$ cat src/rtl/rfarb_pkg.sv
// Shared widths, the FIFO entry layout and the register one-hot decode
// used by the register file write arbiter.
package rfarb_pkg;

  localparam int REG_IDX_W    = 5;
  localparam int DATA_W       = 32;
  localparam int ENTRY_W      = REG_IDX_W + DATA_W;
  localparam int STARVE_CNT_W = 4;

  // Entry layout is {reg, data}; idx is the destination register.
  typedef struct packed {
    logic [REG_IDX_W-1:0] idx;
    logic [DATA_W-1:0]    data;
  } entry_t;

  function automatic logic [DATA_W-1:0] reg_onehot(input logic [REG_IDX_W-1:0] r);
    return 32'd1 << r;
  endfunction

endpackage

$ cat src/rtl/rfarb_fifo.sv
// Auxiliary write FIFO: DEPTH-entry synchronous queue with per-slot valid and
// register-index outputs so the top can build the pending-register mask.
module rfarb_fifo
  import rfarb_pkg::*;
#(
  parameter int DEPTH = 2
) (
  input  logic                              clock,
  input  logic                              reset,
  input  logic                              push_i,
  input  logic [ENTRY_W-1:0]                push_entry_i,
  input  logic                              pop_i,
  output logic [$clog2(DEPTH):0]            count_o,
  output logic [ENTRY_W-1:0]                head_o,
  output logic [DEPTH-1:0]                  valid_o,
  output logic [DEPTH-1:0][REG_IDX_W-1:0]   reg_o
);

  localparam int PTR_W = $clog2(DEPTH);
  localparam int CNT_W = PTR_W + 1;

  logic [ENTRY_W-1:0] mem_q [DEPTH];
  logic [PTR_W-1:0]   wr_ptr_q, rd_ptr_q;
  logic [CNT_W-1:0]   count_q, count_d;
  logic [DEPTH-1:0]   valid_q;

  always_comb begin
    count_d = count_q;
    case ({push_i, pop_i})
      2'b10:   count_d = count_q + 1'b1;
      2'b01:   count_d = count_q - 1'b1;
      default: count_d = count_q;
    endcase
  end

  // Slot valid bits are tracked explicitly; a push and a pop never hit the
  // same slot in one cycle because push needs not-full and pop needs not-empty.
  always_ff @(posedge clock) begin
    if (reset) begin
      wr_ptr_q <= '0;
      rd_ptr_q <= '0;
      count_q  <= '0;
      valid_q  <= '0;
    end else begin
      count_q <= count_d;
      if (push_i) begin
        valid_q[wr_ptr_q] <= 1'b1;
        wr_ptr_q          <= wr_ptr_q + 1'b1;
      end
      if (pop_i) begin
        valid_q[rd_ptr_q] <= 1'b0;
        rd_ptr_q          <= rd_ptr_q + 1'b1;
      end
    end
  end

  always_ff @(posedge clock) begin
    if (push_i) begin
      mem_q[wr_ptr_q] <= push_entry_i;
    end
  end

  assign count_o = count_q;
  assign head_o  = mem_q[rd_ptr_q];
  assign valid_o = valid_q;

  for (genvar i = 0; i < DEPTH; i++) begin : g_slot
    assign reg_o[i] = mem_q[i][ENTRY_W-1 -: REG_IDX_W];
  end

endmodule

$ cat src/rtl/regfile_write_arbiter.sv
// Shares the register file write port between WB (priority) and a buffered
// auxiliary requester. Macro RFARB_STARVE_GUARD_EN enables the starvation guard.
module regfile_write_arbiter
  import rfarb_pkg::*;
#(
  parameter int DEPTH        = 2,
  parameter int STARVE_LIMIT = 4
) (
  input  logic        clock,
  input  logic        reset,
  input  logic [4:0]  WbReg,
  input  logic [31:0] WbData,
  input  logic        WbWrite,
  input  logic        AuxValid,
  input  logic [4:0]  AuxReg,
  input  logic [31:0] AuxData,
  output logic        AuxReady,
  output logic [4:0]  WriteReg,
  output logic [31:0] WriteData,
  output logic        RegWrite,
  output logic        Stall,
  output logic [31:0] PendingMask
);

  localparam int CNT_W = $clog2(DEPTH) + 1;
  localparam logic [CNT_W-1:0] DEPTH_C = CNT_W'(DEPTH);

  if (DEPTH < 2 || (DEPTH & (DEPTH - 1)) != 0 ||
      STARVE_LIMIT < 1 || STARVE_LIMIT >= (1 << STARVE_CNT_W)) begin : g_bad_param
    $error("regfile_write_arbiter: DEPTH must be a power of two >= 2, STARVE_LIMIT 1..15");
  end

  logic [CNT_W-1:0]                 count;
  logic [ENTRY_W-1:0]               head_raw;
  entry_t                           head;
  logic [DEPTH-1:0]                 slot_valid;
  logic [DEPTH-1:0][REG_IDX_W-1:0]  slot_reg;
  logic                             fifo_empty;
  logic                             enq;
  logic                             grant_wb, grant_head;
  logic [DATA_W-1:0]                mask;

  assign head       = entry_t'(head_raw);
  assign fifo_empty = (count == '0);
  assign AuxReady   = (count < DEPTH_C);
  // Writes to r0 complete the handshake but are dropped here.
  assign enq        = AuxValid && AuxReady && (AuxReg != '0);

  rfarb_fifo #(.DEPTH(DEPTH)) u_fifo (
    .clock        (clock),
    .reset        (reset),
    .push_i       (enq),
    .push_entry_i ({AuxReg, AuxData}),
    .pop_i        (grant_head),
    .count_o      (count),
    .head_o       (head_raw),
    .valid_o      (slot_valid),
    .reg_o        (slot_reg)
  );

  always_comb begin
    grant_wb   = 1'b0;
    grant_head = 1'b0;
    if (Stall) begin
      grant_head = !fifo_empty;
    end else if (WbWrite) begin
      grant_wb = 1'b1;
    end else begin
      grant_head = !fifo_empty;
    end
  end

  always_comb begin
    WriteReg  = '0;
    WriteData = '0;
    if (grant_wb) begin
      WriteReg  = WbReg;
      WriteData = WbData;
    end else if (grant_head) begin
      WriteReg  = head.idx;
      WriteData = head.data;
    end
  end

  assign RegWrite = (grant_wb || grant_head) && (WriteReg != '0);

  always_comb begin
    mask = '0;
    for (int i = 0; i < DEPTH; i++) begin
      if (slot_valid[i]) begin
        mask = mask | reg_onehot(slot_reg[i]);
      end
    end
  end

  assign PendingMask = mask & ~32'd1;

`ifdef RFARB_STARVE_GUARD_EN
  localparam logic [STARVE_CNT_W-1:0] LIMIT_C = STARVE_CNT_W'(STARVE_LIMIT);

  logic [STARVE_CNT_W-1:0] starve_q, starve_d;
  logic                    stall_q, stall_d;

  // Stall is registered off the next counter value, so it lands in the cycle
  // right after the LIMIT-th wait; granting the head then clears the counter.
  always_comb begin
    if (fifo_empty || grant_head) begin
      starve_d = '0;
    end else if (starve_q == LIMIT_C) begin
      starve_d = starve_q;
    end else begin
      starve_d = starve_q + 1'b1;
    end
    stall_d = (starve_d == LIMIT_C);
  end

  always_ff @(posedge clock) begin
    if (reset) begin
      starve_q <= '0;
      stall_q  <= 1'b0;
    end else begin
      starve_q <= starve_d;
      stall_q  <= stall_d;
    end
  end

  assign Stall = stall_q;
`else
  assign Stall = 1'b0;
`endif

endmodule

$ cat config.mk
export PLATFORM = sky130hd
export DESIGN_NAME = regfile_write_arbiter
export DESIGN_NICKNAME = d
export VERILOG_FILES = /design/src/rtl/rfarb_pkg.sv /design/src/rtl/rfarb_fifo.sv /design/src/rtl/regfile_write_arbiter.sv
export SDC_FILE = /design/constraint.sdc
export NUM_CORES = 1
export LEC_CHECK = 0
export ABC_AREA = 1
export CAP_MARGIN = 20
export CELL_PAD_IN_SITES_DETAIL_PLACEMENT = 0
export CELL_PAD_IN_SITES_GLOBAL_PLACEMENT = 2
export CORE_MARGIN = 10
export CORE_UTILIZATION = 28
export CTS_CLUSTER_SIZE = 16
export DETAILED_ROUTE_END_ITERATION = 8
export HOLD_SLACK_MARGIN = 0.12
export PLACE_DENSITY_LB_ADDON = 0.05
export SYNTH_ARGS = -nofsm -noshare
export SYNTH_HDL_FRONTEND = slang
export SYNTH_SLANG_ARGS = --single-unit
export TNS_END_PERCENT = 20
$ cat constraint.sdc
create_clock -name clock -period 3.9 [get_ports clock]
set_input_delay 1.17 -clock clock [delete_from_list [all_inputs] [get_ports clock]]
set_output_delay 1.17 -clock clock [all_outputs]
set_load 0.01 [all_outputs]
# After elaboration in Yosys (flattened, before gate mapping)
# Memory sizes are Yosys's and may differ from the RTL's. A register that Yosys moved wholly into a read port is not among the register bits.
# Index checks and enable logic that the tools add are counted.
[classes]
n_addsub = 4
n_lt_le_gt_ge = 5
eq_ne = 2
shifts = 2
n_mux = 20
n_bitwise = 4
n_reduce_logical = 11
[ops]
columns = ["cell", "n"]
rows = [
  ["two-way mux 32 bit", 4],
  ["<< shifter 1 x 5 -> 32 bit, first input constant", 2],
  ["OR 32 bit", 1],
  ["two-way mux 5 bit", 2],
  ["nonzero test 5 bit", 2],
  ["two-way mux 1 bit", 8],
  ["two-way mux 2 bit", 3],
  ["logical AND 1 bit", 5],
  ["less-than comparator 1 x 2 -> 1 bit, second input constant", 2],
  ["case mux 2 bit (2 select lines)", 1],
  ["adder 1 bit, second input constant", 2],
  ["adder 2 x 1 -> 2 bit, second input constant", 1],
  ["AND 2 bit", 1],
  ["demux 1 bit (select 1 bit)", 2],
  ["equality test 2 x 1 -> 1 bit, second input constant", 1],
  ["equality test 2 bit, second input constant", 1],
  ["greater-or-equal comparator 1 bit, second input constant", 2],
  ["logical NOT 2 bit", 1],
  ["less-than comparator 2 bit, second input constant", 1],
  ["inverter 2 bit", 1],
  ["OR 2 bit", 1],
  ["nonzero test 2 bit", 1],
  ["subtractor 2 x 1 -> 2 bit, second input constant", 1],
  ["logical NOT 1 bit", 1],
  ["logical OR 1 bit", 1],
]
[word_totals]
register_bits = 6
ramBits = 74
input_bits = 78
output_inout_bits = 72
wordCells = 53
n_memories = 1
[mem_list]
columns = ["name", "depth", "word_bits", "rd", "rd_clocked_by_memory_dff", "wr", "line", "source"]
rows = [
  ["u_fifo.mem_q", 2, 37, 3, 1, 1, "rfarb_fifo.sv:22", "logic [ENTRY_W-1:0] mem_q [DEPTH];"],
]

# Longest topological paths before layout
# Gate-level depths: netlist (run 1).
[logic_depth]
ltp_word = 9
mapped_depth = 9
mapped_depth_nobuf = 9

# Modules after synthesis
# A second synthesis (run 1) with hierarchy kept.
[unflattened]
cells_unflattened = 345
area_unflattened_um2 = 4174.0
[by_module_without_submodules]
columns = ["mod", "instances", "cells_each", "area_per_inst_um2", "seq_area_each_um2"]
rows = [
  ["rfarb_fifo", 1, 163, 3175.5, 2362.3],
  ["regfile_write_arbiter", 1, 182, 998.5, 0.0],
]

# Worst setup path before layout (run 1)
# Ideal clock, no wire load.
[synth_timing]
kind = "input -> output"
startpoint = "input WbWrite"
endpoint = "output WriteData[10]"
t_arrival_ps = 1766
required_ps = 2730
setup_slack_ps = 964
path_stages = 4
n_path_buf = 1
cell_sequence = "nor2_8 inv_4 buf_6 o31ai_2"
[synth_via]
elab_chain_cells = 3
word_cells_on_any_way = 4
classes_between = "4 x mux"
[synth_lines]
columns = ["item", "line", "source"]
rows = [
  ["from (decl)", "regfile_write_arbiter.sv:13", "input logic WbWrite,"],
  ["two-way mux 1 bit", "regfile_write_arbiter.sv:66", "end else if (WbWrite) begin"],
  ["two-way mux 32 bit", "regfile_write_arbiter.sv:79", "end else if (grant_head) begin"],
  ["two-way mux 32 bit *", "regfile_write_arbiter.sv:76", "if (grant_wb) begin"],
  ["to (decl)", "regfile_write_arbiter.sv:19", "output logic [31:0] WriteData,"],
]
# Every way passes the cells marked *; elsewhere a longest branch is shown, timed or not.

# Worst setup path after layout (run 1)
[layout_timing]
startpoint = "input WbWrite"
endpoint = "output RegWrite"
[layout_via]
elab_chain_cells = 5
word_cells_on_any_way = 7
classes_between = "4 x mux; 3 x reduce/logical"
[layout_lines]
columns = ["item", "line", "source"]
rows = [
  ["two-way mux 1 bit *", "regfile_write_arbiter.sv:66", ""],
  ["via grant_head", "regfile_write_arbiter.sv:40", "logic grant_wb, grant_head;"],
  ["two-way mux 5 bit", "regfile_write_arbiter.sv:79", ""],
  ["two-way mux 5 bit", "regfile_write_arbiter.sv:76", ""],
  ["nonzero test 5 bit", "regfile_write_arbiter.sv:85", "assign RegWrite = (grant_wb || grant_head) && (WriteReg != '0);"],
  ["logical AND 1 bit *", "regfile_write_arbiter.sv:85", ""],
  ["to (decl)", "regfile_write_arbiter.sv:20", "output logic RegWrite,"],
]
# Mark *: on every way through the listed nets, which the timed path passes. The rest lies on a longest branch.

==> flow_summary.ini, run 1 <==
[synth]
synth_area_leaders = edfxtp_1 54%, nand2_1 10%, o31ai_2 8.6%
yosysTopAreaCellShare_pct = 54.4
ys_types = 29
syn_area_per_cell_um2 = 9.63
synthAdderAreaFrac_pct = 0.306
ys_seq_elements = 81
synth-xor-area-share_pct = 0.215
synth.largest_area_cell = edfxtp_1
synth_compound_area_share_pct = 14.7
synth_mux_area_share_pct = 0
ys_seq_area_share_pct = 57.9
synth_simple_gate_area_share_pct = 21.0
yosysWarnings = 0
synth_cells = 424
synth_area_um2 = 4080
synth_top_family_by_area = simple AND/OR/NAND/NOR gates

[worst_hold_path]
hp-class = register to register
min-delay-start = u_fifo.wr_ptr_q

[final_layout]
layout_common_cells = 146 x clkdlybuf4s50_1, 109 x nand2_1, 82 x nor2_1
post_layout_nonfiller_instances = 764
multi_input_area_um2 = 1490
seq_area_um2 = 2360
fill_cells = 1465
final_common_cell = clkdlybuf4s50_1
nets = 654
drive_gt1_share_pct = 10.2
synthToLayoutAreaGrowth_pct = 48.8
final_area_um2 = 6070
antenna_cells = 0

[setup_path]
rr_worst_depth = 4
critical_path.endpoint = RegWrite
worst-path-buf-inv = 3
crit_slowest_cell = clkdlybuf4s50_1
worst_ep_arrival_time_ns = 2.57
critPathMaxFanout = 6
path_class = input port to output pin
path_cells = buf_2 > nor2_8 > buf_4 > nand2_1 > nand2_1 > nor2_1 > nand3_1 > clkdlybuf4s50_1
critPathLaunch = WbWrite
worstReg2RegStart = u_fifo.count_o[1]
cpPeakStageDelay_ns = 0.49
r2r_setup_slack_ns = 2.00
critPathTopFamily = buffers and inverters
worstSetupPathDepth = 8
startpoint_type = input port
cpMostUsedCell = nand2_1
r2r-end = u_fifo.mem_q[1][0]
worstSetupEndpointType = output pin
cp.required_ns = 2.73

[cts]
clk_latency_ns = 0.34
clkSlewWorstSetupHoldPaths_ns = 0.05
cts_hold_buf = 0
root_buffer = clkbuf_16
post_cts_resized = 0
cts_tree = yes
post-cts-setup-buffer-count = 0
htreeDepth = 3
cts_buffer_depth = 2
cts.sinks = 81
cts-buffers-inserted = 9

[timing]
fin_skew_ns = 0.00609
setup_viol = 0
min_period_ns = 3.74
worst_pin_slew_ns = 0.717
report.final.slew_viol_count = 0
fin_crit_sh_pct = 96.0
setup_tns_ns = 0
hold_slack_ns = 0.478
finalHoldViolations = 0
rsz0062_at_grt = false
fmaxAchievable_mhz = 267
slew-limit-headroom_pct = 51.9

[power_and_ir_drop]
ir_drop_mv = 0.255
p_leak_uw = 0.00227
power.density_nw_per_um2 = 491

[floorplan]
coreArea_um2 = 14400
die_area_um2 = 19800
boundaryPins = 150
initial_core_util_pct = 28.3
die_h_um = 141
rows = 44
die_x_um = 141

[route]
drt-initial-drc-count = 195
drc = 0
wire_per_inst_um = 17.2
postRouteAntennaNets = 0
drt-total-wl_mm = 13.2
vias = 3472
viasPerCell = 4.54
firstDrtPassIters = 4

[placed_design]
placed_cells = 748
dpl.hpwl_mm = 9.91
place_congestion = 0.782
place_area_um2 = 5790
io_buffer_count = 147

[grt]
grt_pass1_wl_mm = 20.2
grt_pass1_vias = 3559
antenna_found_initial = 0
grt_max_degree = 40
grt_overflow_total = 0
track_usage_pct = 12.9

[status]
status = complete, no violations

[flow_run]
maxCapViolCount = 0
worst register-to-register path: cells and delay by family (launching register included):
| kind | cells | cell delay, ns |
|---|---|---|
| AND/OR/NAND/NOR | 2 | 0.23 |
| buffers and inverters | 2 | 1.00 |
| flip-flops | 1 | 0.42 |
cell families (layout without fill, tap and decap cells):
logic type               Yosys count  count (layout)
AO/OA/AOI/OAI                     75              75
XOR/XNOR                           1               1
adder cells (fa/ha/maj)            1               1
buffers and inverters             50             205
flip-flops                        81              81
other                              1               2
AND/OR/NAND/NOR                  215             215
flip-flops by register name, indices dropped and copies added, names as in the netlist, named ones only:
| name | flops |
|---|---|
| u_fifo.count_o | 2 |
| u_fifo.valid_o | 2 |
| u_fifo.mem_q | 74 |
| u_fifo.rd_ptr_q | 1 |
| u_fifo.wr_ptr_q | 1 |
worst min-delay path by stage:
| stage | to | slack, ns | cells past startpoint |
|---|---|---|---|
| final | u_fifo.wr_ptr_q | 0.48 | 2 |
| after global routing | u_fifo.wr_ptr_q | 0.51 | 2 |
| after CTS | u_fifo.wr_ptr_q | 0.48 | 2 |
| after detailed placement | u_fifo.wr_ptr_q | 0.47 | 2 |
| after global placement | u_fifo.wr_ptr_q | 0.46 | 2 |
| after floorplan | u_fifo.wr_ptr_q | 0.44 | 2 |
where the power goes:
part / internal, uW / leakage (uW) / total, uW / switching, uW
clock network: 491 / 0.000138 / 813 / 322
registers: 1100 / 0.000748 / 1150 / 57.5
logic: 436 / 0.00139 / 1020 / 581
total: 2020 / 0.00227 / 2980 / 960
cell usage after synthesis (all sizes together):
cell,count
o21bai,1
nand3,11
xor2,1
clkbuf,5
conb,1
dfxtp,7
and2,1
a21boi,1
buf,14
o21ai,35
o31ai,32
nand4,1
ha,1
edfxtp,74
a21oi,6
nor3,8
inv,31
nor2,84
nand2,109
nand3b,1
metrics by stage:
step / power, uW / worst slack (ns) / util (%)
6_report: 2980 / 0.158 / 42.1
3_3_place_gp: 2210 / 0.123 / 40.1
2_1_floorplan: 1710 / 0.964 / -
4_1_cts: 3040 / 0.106 / 42.1
5_1_grt: 3160 / 0.0699 / 42.1
3_5_place_dp: 2210 / 0.111 / 40.1
area by class of cell:
type / count / share of cell area [%]
sequential: 81 / 38.9
multi-input combinational: 294 / 24.5
inverter: 31 / 1.96
clock inverter: 6 / 0.968
tap: 184 / 3.79
clock buffer: 10 / 3.77
timing repair buffer: 158 / 26.1
per-layer routing:
metal | part of all wire [%] | up-vias | global-route usage [%]
li1 | - | 1735 | -
met1 | 42 | 1609 | 15.0
met2 | 47 | 118 | 21.3
met3 | 9.1 | 10 | 5.58
met4 | 1.0 | 0 | 3.75
met5 | 0 | - | 0
Power figures use the tool's default switching activity.
==> inputs of run 2 (changes only) <==
--- a/config.mk
+++ b/config.mk
@@ -15,6 +15,7 @@
 export DETAILED_ROUTE_END_ITERATION = 8
 export HOLD_SLACK_MARGIN = 0.12
 export PLACE_DENSITY_LB_ADDON = 0.05
+export SKIP_LAST_GASP = 1
 export SYNTH_ARGS = -nofsm -noshare
 export SYNTH_HDL_FRONTEND = slang
 export SYNTH_SLANG_ARGS = --single-unit
==> results of run 2 <==
No change in the layout: final DEF, timing and power equal those of run 1.
==> inputs of run 3 (changes only) <==
--- a/config.mk
+++ b/config.mk
@@ -6,6 +6,7 @@
 export NUM_CORES = 1
 export LEC_CHECK = 0
 export ABC_AREA = 1
+export ABC_CLOCK_PERIOD_IN_PS = 3900
 export CAP_MARGIN = 20
 export CELL_PAD_IN_SITES_DETAIL_PLACEMENT = 0
 export CELL_PAD_IN_SITES_GLOBAL_PLACEMENT = 2
@@ -16,6 +17,7 @@
 export HOLD_SLACK_MARGIN = 0.12
 export PLACE_DENSITY_LB_ADDON = 0.05
 export SKIP_LAST_GASP = 1
+export SLEW_MARGIN = 20
 export SYNTH_ARGS = -nofsm -noshare
 export SYNTH_HDL_FRONTEND = slang
 export SYNTH_SLANG_ARGS = --single-unit
==> results of run 3 <==
No change in the layout: final DEF, timing and power equal those of run 1.
